<file path="src/rtl/pc_sequencer.sv">
// pc_sequencer: program-counter sequencer for a two-phase (FETCH/EXEC) CPU
// with one branch delay slot.
//
// Every unstalled EXEC edge latches three candidate jump targets from the
// current instruction. These are relative, page-absolute and register-absolute.
// The branch decision logic judges the branch at the end of its EXEC.
// Its selection therefore arrives during the following EXEC, the delay slot.
// That selection picks one of the candidates latched one EXEC earlier.
// A next pc of 0x00000000 halts the sequencer.
//
// Optional feature: define PC_ALIGN_CHECK_EN to halt with a fault when a
// selected jump target is not word aligned. The pc stays unchanged in that case.
module pc_sequencer (
    input  logic        clk,
    input  logic        reset,
    input  logic        stall,
    input  logic [1:0]  jump_addr_selection,
    input  logic [31:0] instruction_word,
    input  logic [31:0] rs_data,
    output logic [31:0] pc,
    output logic        state,
    output logic [31:0] link_addr,
    output logic        active,
    output logic        fault
);

    typedef enum logic [1:0] {
        ST_FETCH = 2'd0,
        ST_EXEC  = 2'd1,
        ST_HALT  = 2'd2
    } state_t;

    localparam logic [31:0] RESET_PC = 32'hBFC0_0000;

    state_t      r_state;
    logic [31:0] r_pc;
    logic [31:0] r_rel;
    logic [31:0] r_page;
    logic [31:0] r_abs;
    logic        r_active;
    logic        r_fault;

    state_t      w_state_next;
    logic [31:0] w_pc_next;
    logic [31:0] w_rel_next;
    logic [31:0] w_page_next;
    logic [31:0] w_abs_next;
    logic        w_active_next;
    logic        w_fault_next;

    logic [31:0] w_seq_pc;
    logic [31:0] w_imm_ext;
    logic [31:0] w_rel_cand;
    logic [31:0] w_page_cand;
    logic [31:0] w_target;
    logic        w_misaligned;
    logic        w_unused_opcode;

    // The opcode field is decoded elsewhere; this sequencer never needs it.
    assign w_unused_opcode = &{1'b0, instruction_word[31:26]};

    // Candidate targets from the instruction now in EXEC, plus selection of the next pc.
    always_comb begin
        w_seq_pc    = r_pc + 32'd4;
        w_imm_ext   = {{14{instruction_word[15]}}, instruction_word[15:0], 2'b00};
        w_rel_cand  = w_seq_pc + w_imm_ext;
        w_page_cand = {w_seq_pc[31:28], instruction_word[25:0], 2'b00};
        case (jump_addr_selection)
            2'b00:   w_target = w_seq_pc;
            2'b01:   w_target = r_abs;
            2'b10:   w_target = r_page;
            2'b11:   w_target = r_rel;
            default: w_target = w_seq_pc;
        endcase
`ifdef PC_ALIGN_CHECK_EN
        if ((jump_addr_selection != 2'b00) && (w_target[1:0] != 2'b00)) begin
            w_misaligned = 1'b1;
        end else begin
            w_misaligned = 1'b0;
        end
`else
        w_misaligned = 1'b0;
`endif
    end

    // Next-state and next-register values; stall or HALT simply hold everything.
    always_comb begin
        w_state_next  = r_state;
        w_pc_next     = r_pc;
        w_rel_next    = r_rel;
        w_page_next   = r_page;
        w_abs_next    = r_abs;
        w_active_next = r_active;
        w_fault_next  = r_fault;
        if (!stall) begin
            case (r_state)
                ST_FETCH: begin
                    w_state_next = ST_EXEC;
                end
                ST_EXEC: begin
                    // Candidates are always refreshed; the selection above used the old ones.
                    w_rel_next  = w_rel_cand;
                    w_page_next = w_page_cand;
                    w_abs_next  = rs_data;
                    if (w_misaligned) begin
                        w_state_next  = ST_HALT;
                        w_fault_next  = 1'b1;
                        w_active_next = 1'b0;
                    end else if (w_target == 32'h0000_0000) begin
                        w_state_next  = ST_HALT;
                        w_pc_next     = 32'h0000_0000;
                        w_active_next = 1'b0;
                    end else begin
                        w_state_next  = ST_FETCH;
                        w_pc_next     = w_target;
                    end
                end
                ST_HALT: begin
                    w_state_next = ST_HALT;
                end
                default: begin
                    w_state_next  = ST_HALT;
                    w_active_next = 1'b0;
                end
            endcase
        end else begin
            w_state_next = r_state;
        end
    end

    // State and datapath registers with asynchronous reset to the boot vector.
    always_ff @(posedge clk or posedge reset) begin
        if (reset) begin
            r_state  <= ST_FETCH;
            r_pc     <= RESET_PC;
            r_rel    <= 32'h0000_0000;
            r_page   <= 32'h0000_0000;
            r_abs    <= 32'h0000_0000;
            r_active <= 1'b1;
            r_fault  <= 1'b0;
        end else begin
            r_state  <= w_state_next;
            r_pc     <= w_pc_next;
            r_rel    <= w_rel_next;
            r_page   <= w_page_next;
            r_abs    <= w_abs_next;
            r_active <= w_active_next;
            r_fault  <= w_fault_next;
        end
    end

    assign pc        = r_pc;
    assign state     = (r_state == ST_EXEC);
    assign link_addr = r_pc + 32'd8;
    assign active    = r_active;
`ifdef PC_ALIGN_CHECK_EN
    assign fault     = r_fault;
`else
    assign fault     = 1'b0;
`endif

endmodule

</file>
<file path="config.mk">
export PLATFORM = sky130hd
export DESIGN_NAME = pc_sequencer
export DESIGN_NICKNAME = d
export VERILOG_FILES = /design/src/rtl/pc_sequencer.sv
export SDC_FILE = /design/constraint.sdc
export NUM_CORES = 1
export LEC_CHECK = 0
export BUFFER_PORTS_ARGS = -buffer_cell sky130_fd_sc_hd__buf_2
export CAP_MARGIN = 25
export CORE_AREA = 2 2 107 151
export DETAILED_ROUTE_END_ITERATION = 16
export DIE_AREA = 0 0 109 153
export MAX_ROUTING_LAYER = met4
export PLACE_DENSITY_LB_ADDON = 0.05
export SETUP_SLACK_MARGIN = 0.4
export SLEW_MARGIN = 20
export SYNTH_ARGS = -nofsm -noshare
export SYNTH_HDL_FRONTEND = slang
export SYNTH_SLANG_ARGS = --single-unit
</file>
<file path="constraint.sdc">
create_clock -name clk -period 5.52 [get_ports clk]
set_clock_uncertainty 0.2 [all_clocks]
set_input_delay 1.104 -clock clk [delete_from_list [all_inputs] [get_ports clk]]
set_output_delay 1.104 -clock clk [all_outputs]
set_load 0.01 [all_outputs]
</file>
==> flow_summary_export.csv, run 1 <==
group,metric,value,unit
detailed_routing,drc_errors,0,
pwr,worst_ir_drop_vdd,0.293,mV
floorplanning,fp.dieH,153,um
cells_and_area,mostFrequentLayoutCells,"302 x nand2_1, 128 x buf_2, 119 x dfrtp_1, 67 x o21ai_0, 47 x nor2_1",
worst_setup_path,arrival,4640,ps
worst_hold_path,worstHoldStart,"r_page[6]$_DFFE_PP0P_",
worst_setup_path,cpPeakStageDelay,730,ps
worst_setup_path,crit_chain,"ha_1, nand2_1, or4_4, o21ai_0, nand2_1, ha_1, nand3_1, a2111oi_0, o21ai_0, a31o_2, a31o_2",
detailed_routing,drt-total-wl,25500,um
detailed_routing,num_vias,7765,
detailed_routing,via_per_inst,5.78,
clock_network,clkSlewWorstSetupHoldPaths,60,ps
grt,grt_use_total,32.8,%
synth,yosysWarnings,0,
detailed_routing,routedWlPerCell,19.0,um
synth,async_flop_share,100,%
clock_network,cts_setup_buffers,0,
floorplanning,start_util,57.0,%
synth,yosys.area.top_type_share,34.1,%
synth,yosysSeqAreaShare,37.1,%
place,numPortBuffers,128,
worst_setup_path,reg2reg_setup_slack,990,ps
clock_network,ctsResizeCount,0,
synth,netlist_top_cells_area,"dfrtp_1 34%, nand2_1 13%, ha_1 5.3%",
worst_hold_path,whs_endpoint,"r_page[6]$_DFFE_PP0P_",
flow_run,drv_cap,0,
cells_and_area,layout.nets,1241,
grt,grt_start_max_net_pins,96,
worst_setup_path,crit_path_end_kind,"flip-flop",
grt,first_global_vias,7532,
place,hpwlAfterDp,19000,um
clock_network,root_buffer,"clkbuf_16",
detailed_routing,dr.pass1.iters,5,
cells_and_area,final_common_cell,"nand2_1",
floorplanning,io_pins,136,
worst_setup_path,start_kind,"flip-flop",
grt,grt-ovfl-total,0,
status,status,"finished, final reports clean",
synth,avgSynthCellArea,8.35,um2
clock_network,cts_buffer_depth,2,
worst_setup_path,crit_fanout,12,
synth,syn_area,8740,um2
synth,ys_ff_latch,129,
detailed_routing,first_iter_violations,534,
pwr,p_leak,4.88,nW
floorplanning,rows,54,
pwr,cellPowerDensity,498,nW/um2
sta,timing.fmax,221,MHz
sta,tightest_slew,1040,ps
pwr,finalPower,4.97,mW
worst_setup_path,r2r_start,"pc[4]$_DFFE_PP0P_",
worst_hold_path,hp-class,"flip-flop to flip-flop",
clock_network,clkLatencyLatePin,430,ps
worst_setup_path,reg2reg_to,"r_rel[29]$_DFFE_PP0P_",
synth,synth_ff_type,"dfrtp_1",
worst_setup_path,crit_type,"flip-flop to flip-flop",
synth,syn_nets,1153,
clock_network,cts_sinks,129,
synth,synth_area_leader_cell,"dfrtp_1",
cells_and_area,syn2layout_area_growth,14.1,%
grt,grt_pass1_wl,40000,um
floorplanning,core-area,15300,um2
synth,synthDistinctLibCells,74,
cells_and_area,fin_cells,1343,
sta,period_share,82.0,%
sta,setup_viol,0,
sta,min_period,4530,ps
cells_and_area,layout-drive-gt1-share,20.2,%
sta,rsz0062_at_grt,"false",
synth,synth_edf_count,0,
clock_network,cts_max_level,4,
synth,synth_cells,1046,
place,dpl.cell_count,1311,
worst_hold_path,holdPathStages,2,
floorplanning,dieArea,16700,um2
worst_setup_path,reg2reg_depth,11,
sta,slew_viol_final,0,
sta,finalHoldViolations,0,
place,dp_slack,1050,ps
cells_and_area,fin_area,9970,um2
worst_setup_path,slowest_stage,"a2111oi_0",
detailed_routing,ant_nets,0,
place,dpl_cell_area,9360,um2
floorplanning,die_x,109,um
grt,antenna_found_initial,0,
worst_setup_path,critPathRequiredTime,5630,ps
place,place.gp.congestion,0.951,
clock_network,cts_tree,"done",
sta,finalSetupTns,0,ps
sta,slew_headroom,30.8,%
sta,setup_ws,993,ps
clock_network,holdBufCountCts,0,
cells_and_area,diodes,0,
clock_network,cts_buffers,17,
## synthesized netlist by cell type (all sizes together) (4+ instances only)
library cell and count:
xor2 38, and2 6, mux2i 12, o31ai 7, mux4 10, a21o 16
dfstp 10, dfrtp 119, nor3 22, ha 37, o21a 5, nand2b 7
inv 22, or2 8, buf 28, clkbuf 43, a22o 7, o21ai 68
o211ai 6, nand3 26, a31oi 5, nor2 49, o21bai 6, a222oi 5
a31o 5, xnor2 35, and4 7, nand4 19, nand2 302, mux2 14
or3 6, a21oi 39, o31a 4, nor4 12, a211oi 7
## state kept, by name, indices dropped and copies added, names as in the netlist
register	flops
r_abs	32
r_page	30
r_rel	32
r_state	2
pc	32
active	1
## area by class of cell
class	count	area, um2
timing repair buffer	140	743
inverter	22	85.1
fill	1388	5370
clock buffer	17	425
sequential	129	3240
tap	196	245
multi-input combinational	824	5040
clock inverter	15	184
## stage by stage
step | utilization [%] | hold WS, ps
final | 65.0 | 271
after global routing | 65.0 | 296
after CTS | 65.0 | 275
after detailed placement | 61.0 | 259
after global placement | 61.0 | 254
after floorplan | - | 240
## worst max-delay path: cells and delay by family, from the launching register on
family	cells	cell delay, ps
AO/OA/AOI/OAI	5	1740
AND/OR/NAND/NOR	4	1210
flip-flops	1	460
adder cells (fa/ha/maj)	2	800
## worst max path at each step
stage	to	slack [ps]	start	depth (start not counted)
global route	r_rel[30]$_DFFE_PP0P_	760	pc[4]$_DFFE_PP0P_	13
finish	r_rel[29]$_DFFE_PP0P_	990	pc[4]$_DFFE_PP0P_	11
CTS	r_rel[30]$_DFFE_PP0P_	1020	pc[4]$_DFFE_PP0P_	13
floorplan	pc[0]$_DFFE_PP0P_	790	reset	1
detailed placement	r_rel[30]$_DFFE_PP0P_	1050	pc[4]$_DFFE_PP0P_	13
global placement	r_rel[30]$_DFFE_PP0P_	1110	pc[4]$_DFFE_PP0P_	13
## cells by family (layout without fill, tap and decap cells)
kind of cell	count (synthesis)	after routing	share of synthesized area (%)
buffers and inverters	93	194	5.36
AO/OA/AOI/OAI	198	198	14.7
XOR/XNOR	73	73	7.32
multiplexers	36	36	5.78
other	1	1	0.0429
adder cells (fa/ha/maj)	38	38	5.53
AND/OR/NAND/NOR	478	478	24.2
flip-flops	129	129	37.1
## layer usage
| metal | track usage (%) | up-vias | share of wire [%] |
|---|---|---|---|
| met3 | 5.46 | 82 | 4.6 |
| met1 | 37.4 | 3667 | 38 |
| met5 | - | - | 0 |
| li1 | - | 3789 | - |
| met2 | 53.4 | 227 | 51 |
| met4 | 19.2 | 0 | 6.3 |
## power by group
part	switching (mW)	internal, mW
clock	0.458	0.715
sequential	0.358	1.29
combinational	1.25	0.901
(Power assumes the default switching activity.)
==> run 2: changes to the inputs <==
--- a/config.mk
+++ b/config.mk
@@ -5,11 +5,12 @@
 export SDC_FILE = /design/constraint.sdc
 export NUM_CORES = 1
 export LEC_CHECK = 0
+export ABC_AREA = 1
 export BUFFER_PORTS_ARGS = -buffer_cell sky130_fd_sc_hd__buf_2
 export CAP_MARGIN = 25
-export CORE_AREA = 2 2 107 151
+export CORE_AREA = 2 2 108 152
 export DETAILED_ROUTE_END_ITERATION = 16
-export DIE_AREA = 0 0 109 153
+export DIE_AREA = 0 0 110 154
 export MAX_ROUTING_LAYER = met4
 export PLACE_DENSITY_LB_ADDON = 0.05
 export SETUP_SLACK_MARGIN = 0.4
==> constraint.sdc (replaced) <==
create_clock -name clk -period 4.2 [get_ports clk]
set_clock_uncertainty 0.2 [all_clocks]
set_input_delay 0.84 -clock clk [delete_from_list [all_inputs] [get_ports clk]]
set_output_delay 0.84 -clock clk [all_outputs]
set_load 0.01 [all_outputs]
==> flow_summary_export.csv, run 2 <==
group,metric,value,unit
synth,syn_area,8950,um2
sta,slew_headroom,50.4,%
detailed_routing,drc_errors,0,
synth,synth_ff_type,"dfrtp_1",
sta,min_period,3670,ps
cells_and_area,layout.nets,1543,
cells_and_area,mostFrequentLayoutCells,"473 x nand2_1, 128 x buf_2, 123 x inv_1, 114 x dfrtp_1, 102 x o21ai_0",
synth,synth_edf_count,0,
floorplanning,io_pins,136,
pwr,worst_ir_drop_vdd,0.226,mV
worst_setup_path,reg2reg_to,"r_rel[22]$_DFFE_PP0P_",
clock_network,cts_max_level,4,
pwr,cellPowerDensity,349,nW/um2
clock_network,holdBufCountCts,0,
sta,slew_viol_final,0,
synth,yosysSeqAreaShare,36.2,%
clock_network,cts_sinks,129,
cells_and_area,syn2layout_area_growth,18.8,%
synth,avgSynthCellArea,6.86,um2
worst_setup_path,cp-endpoint,"r_rel[22]$_DFFE_PP0P_",
detailed_routing,via_per_inst,5.52,
detailed_routing,dr.pass1.iters,5,
floorplanning,fp.dieH,154,um
sta,period_share,87.3,%
place,place.gp.congestion,1.00,
floorplanning,dieArea,16900,um2
sta,finalHoldViolations,0,
floorplanning,start_util,57.8,%
grt,grt-ovfl-total,0,
floorplanning,die_x,110,um
clock_network,cts_buffers,17,
place,dp_slack,354,ps
grt,grt_use_total,37.6,%
sta,tightest_slew,743,ps
cells_and_area,fillCellCount,1409,
worst_setup_path,crit_type,"flip-flop to flip-flop",
synth,syn_nets,1411,
detailed_routing,routedWlPerCell,17.8,um
synth,yosys.area.top_type_share,33.3,%
grt,antenna_found_initial,1,
worst_setup_path,crit_path_end_kind,"flip-flop",
synth,netlist_top_cells_area,"dfrtp_1 33%, nand2_1 20%, o21ai_0 5.8%",
clock_network,cts_tree,"done",
cells_and_area,final_common_cell,"nand2_1",
worst_hold_path,hp-class,"primary input to asynchronous set/reset pin",
pwr,p_leak,5.50,nW
sta,setup_ws,533,ps
clock_network,clkLatencyLatePin,440,ps
detailed_routing,drt-total-wl,29200,um
worst_setup_path,start_kind,"flip-flop",
worst_setup_path,critPathRequiredTime,4300,ps
synth,post-synth-top-count-cell,"nand2_1",
synth,yosysWarnings,0,
synth,ys_top_cells_by_count,"476 x nand2_1, 124 x inv_1, 119 x dfrtp_1",
worst_setup_path,reg2reg_depth,14,
clock_network,clkSlewWorstSetupHoldPaths,70,ps
sta,finalSetupTns,0,ps
sta,timing.fmax,273,MHz
grt,grt_pass1_wl,46300,um
grt,first_global_vias,8855,
worst_setup_path,r2r_start,"pc[4]$_DFFE_PP0P_",
sta,setup_viol,0,
floorplanning,core-area,15500,um2
clock_network,root_buffer,"clkbuf_16",
clock_network,cts_buffer_depth,2,
floorplanning,rows,54,
worst_setup_path,arrival,3760,ps
synth,async_flop_share,100,%
worst_setup_path,critPathLaunch,"pc[4]$_DFFE_PP0P_",
synth,ys_ff_latch,129,
place,numPortBuffers,128,
synth,synthDistinctLibCells,44,
detailed_routing,ant_nets,0,
sta,rsz0062_at_grt,"true",
flow_run,drv_cap,0,
cells_and_area,layout-drive-gt1-share,18.3,%
detailed_routing,first_iter_violations,860,
worst_setup_path,crit_fanout,9,
worst_setup_path,reg2reg_setup_slack,530,ps
synth,synth_cells,1304,
grt,grt_start_max_net_pins,136,
status,status,"finished, final reports clean",
place,hpwlAfterDp,22200,um
synth,synth_area_leader_cell,"dfrtp_1",
detailed_routing,num_vias,9089,
run 2: cell types whose count changed after synthesis, sizes merged, moves of 12 or more:
cell    previous run  this run
xnor2             35         8
clkbuf            43        24
mux2i             12         0
nor2              49       105
inv               22       129
o21ai             68       108
nand3             26        90
mux2              14         0
nand2            302       483
run 2: repair_timing:
item | 4_1_cts | 5_1_grt
setup endpoints to repair | 2 | 15
cloned | 0 | 0
pin swaps | 0 | 5
gates resized for setup | 2 | 28
setup buffers | 0 | 8
run 2: final cells by class:
cell class	instances	area, um2	area share (%)
clock inverters	12	180	1.70
inverters	129	488	4.59
well taps	196	245	2.31
repair buffers	155	868	8.17
flip-flops and latches	129	3250	30.5
clock buffers	20	457	4.30
diodes	1	2.50	0.0235
multi-input cells	1004	5140	48.4
run 2: worst min-delay path by stage:
stage                        endpoint  cells after the start  slack [ps]
2_1_floorplan   r_abs[10]$_DFFE_PP0P_                      2         240
3_3_place_gp   r_page[19]$_DFFE_PP0P_                      2         250
3_5_place_dp    r_abs[15]$_DFFE_PP0P_                      2         250
4_1_cts             pc[4]$_DFFE_PP0P_                      2         240
5_1_grt             pc[4]$_DFFE_PP0P_                      2         250
6_report            pc[4]$_DFFE_PP0P_                      2         220
run 2: stage by stage:
step	util, %	hold WS (ps)	instance area (um2)	cells	power [mW]
CTS	67.6	240	10500	1637	3.68
floorplan	-	237	8950	1304	1.82
finish	68.7	221	10600	1646	3.70
global placement	63.5	251	9820	1605	2.06
detailed placement	63.5	254	9820	1605	2.07
global route	68.7	250	10600	1646	3.86
run 2: critical path, stage by stage, from the launching register on:
cell      delay (ps)
dfrtp_2          420
ha_2             240
nand2_2          150
nor2_8           220
buf_4            150
xor2_2           230
inv_1             90
ha_1             400
a21oi_1          140
o211ai_1         460
a21o_1           230
a21oi_1          130
or2_2            290
nand3_1           70
o21ai_0           90
run 2: routing by layer:
layer  GRT usage (%)  routed length, um
met4            18.9               1530
met2            57.7              14100
met5               -                  0
met1            45.9              11700
met3            8.90               1810
run 2: power by group:
part	internal (mW)	leakage [nW]	switching [mW]	total, mW
sequential	1.32	1.57	0.0542	1.37
clock	1.03	0.307	0.598	1.63
combinational	0.249	3.63	0.461	0.710
run 2: kinds of logic after synthesis:
group                      synth area share, %
other                                   0.0419
AOI/OAI and AO/OA                         11.5
adders and majority gates                 5.40
xor gates and xnor gates                  4.70
and+or+nand+nor                           34.5
DFF                                       36.2
buffers and inverters                     7.59
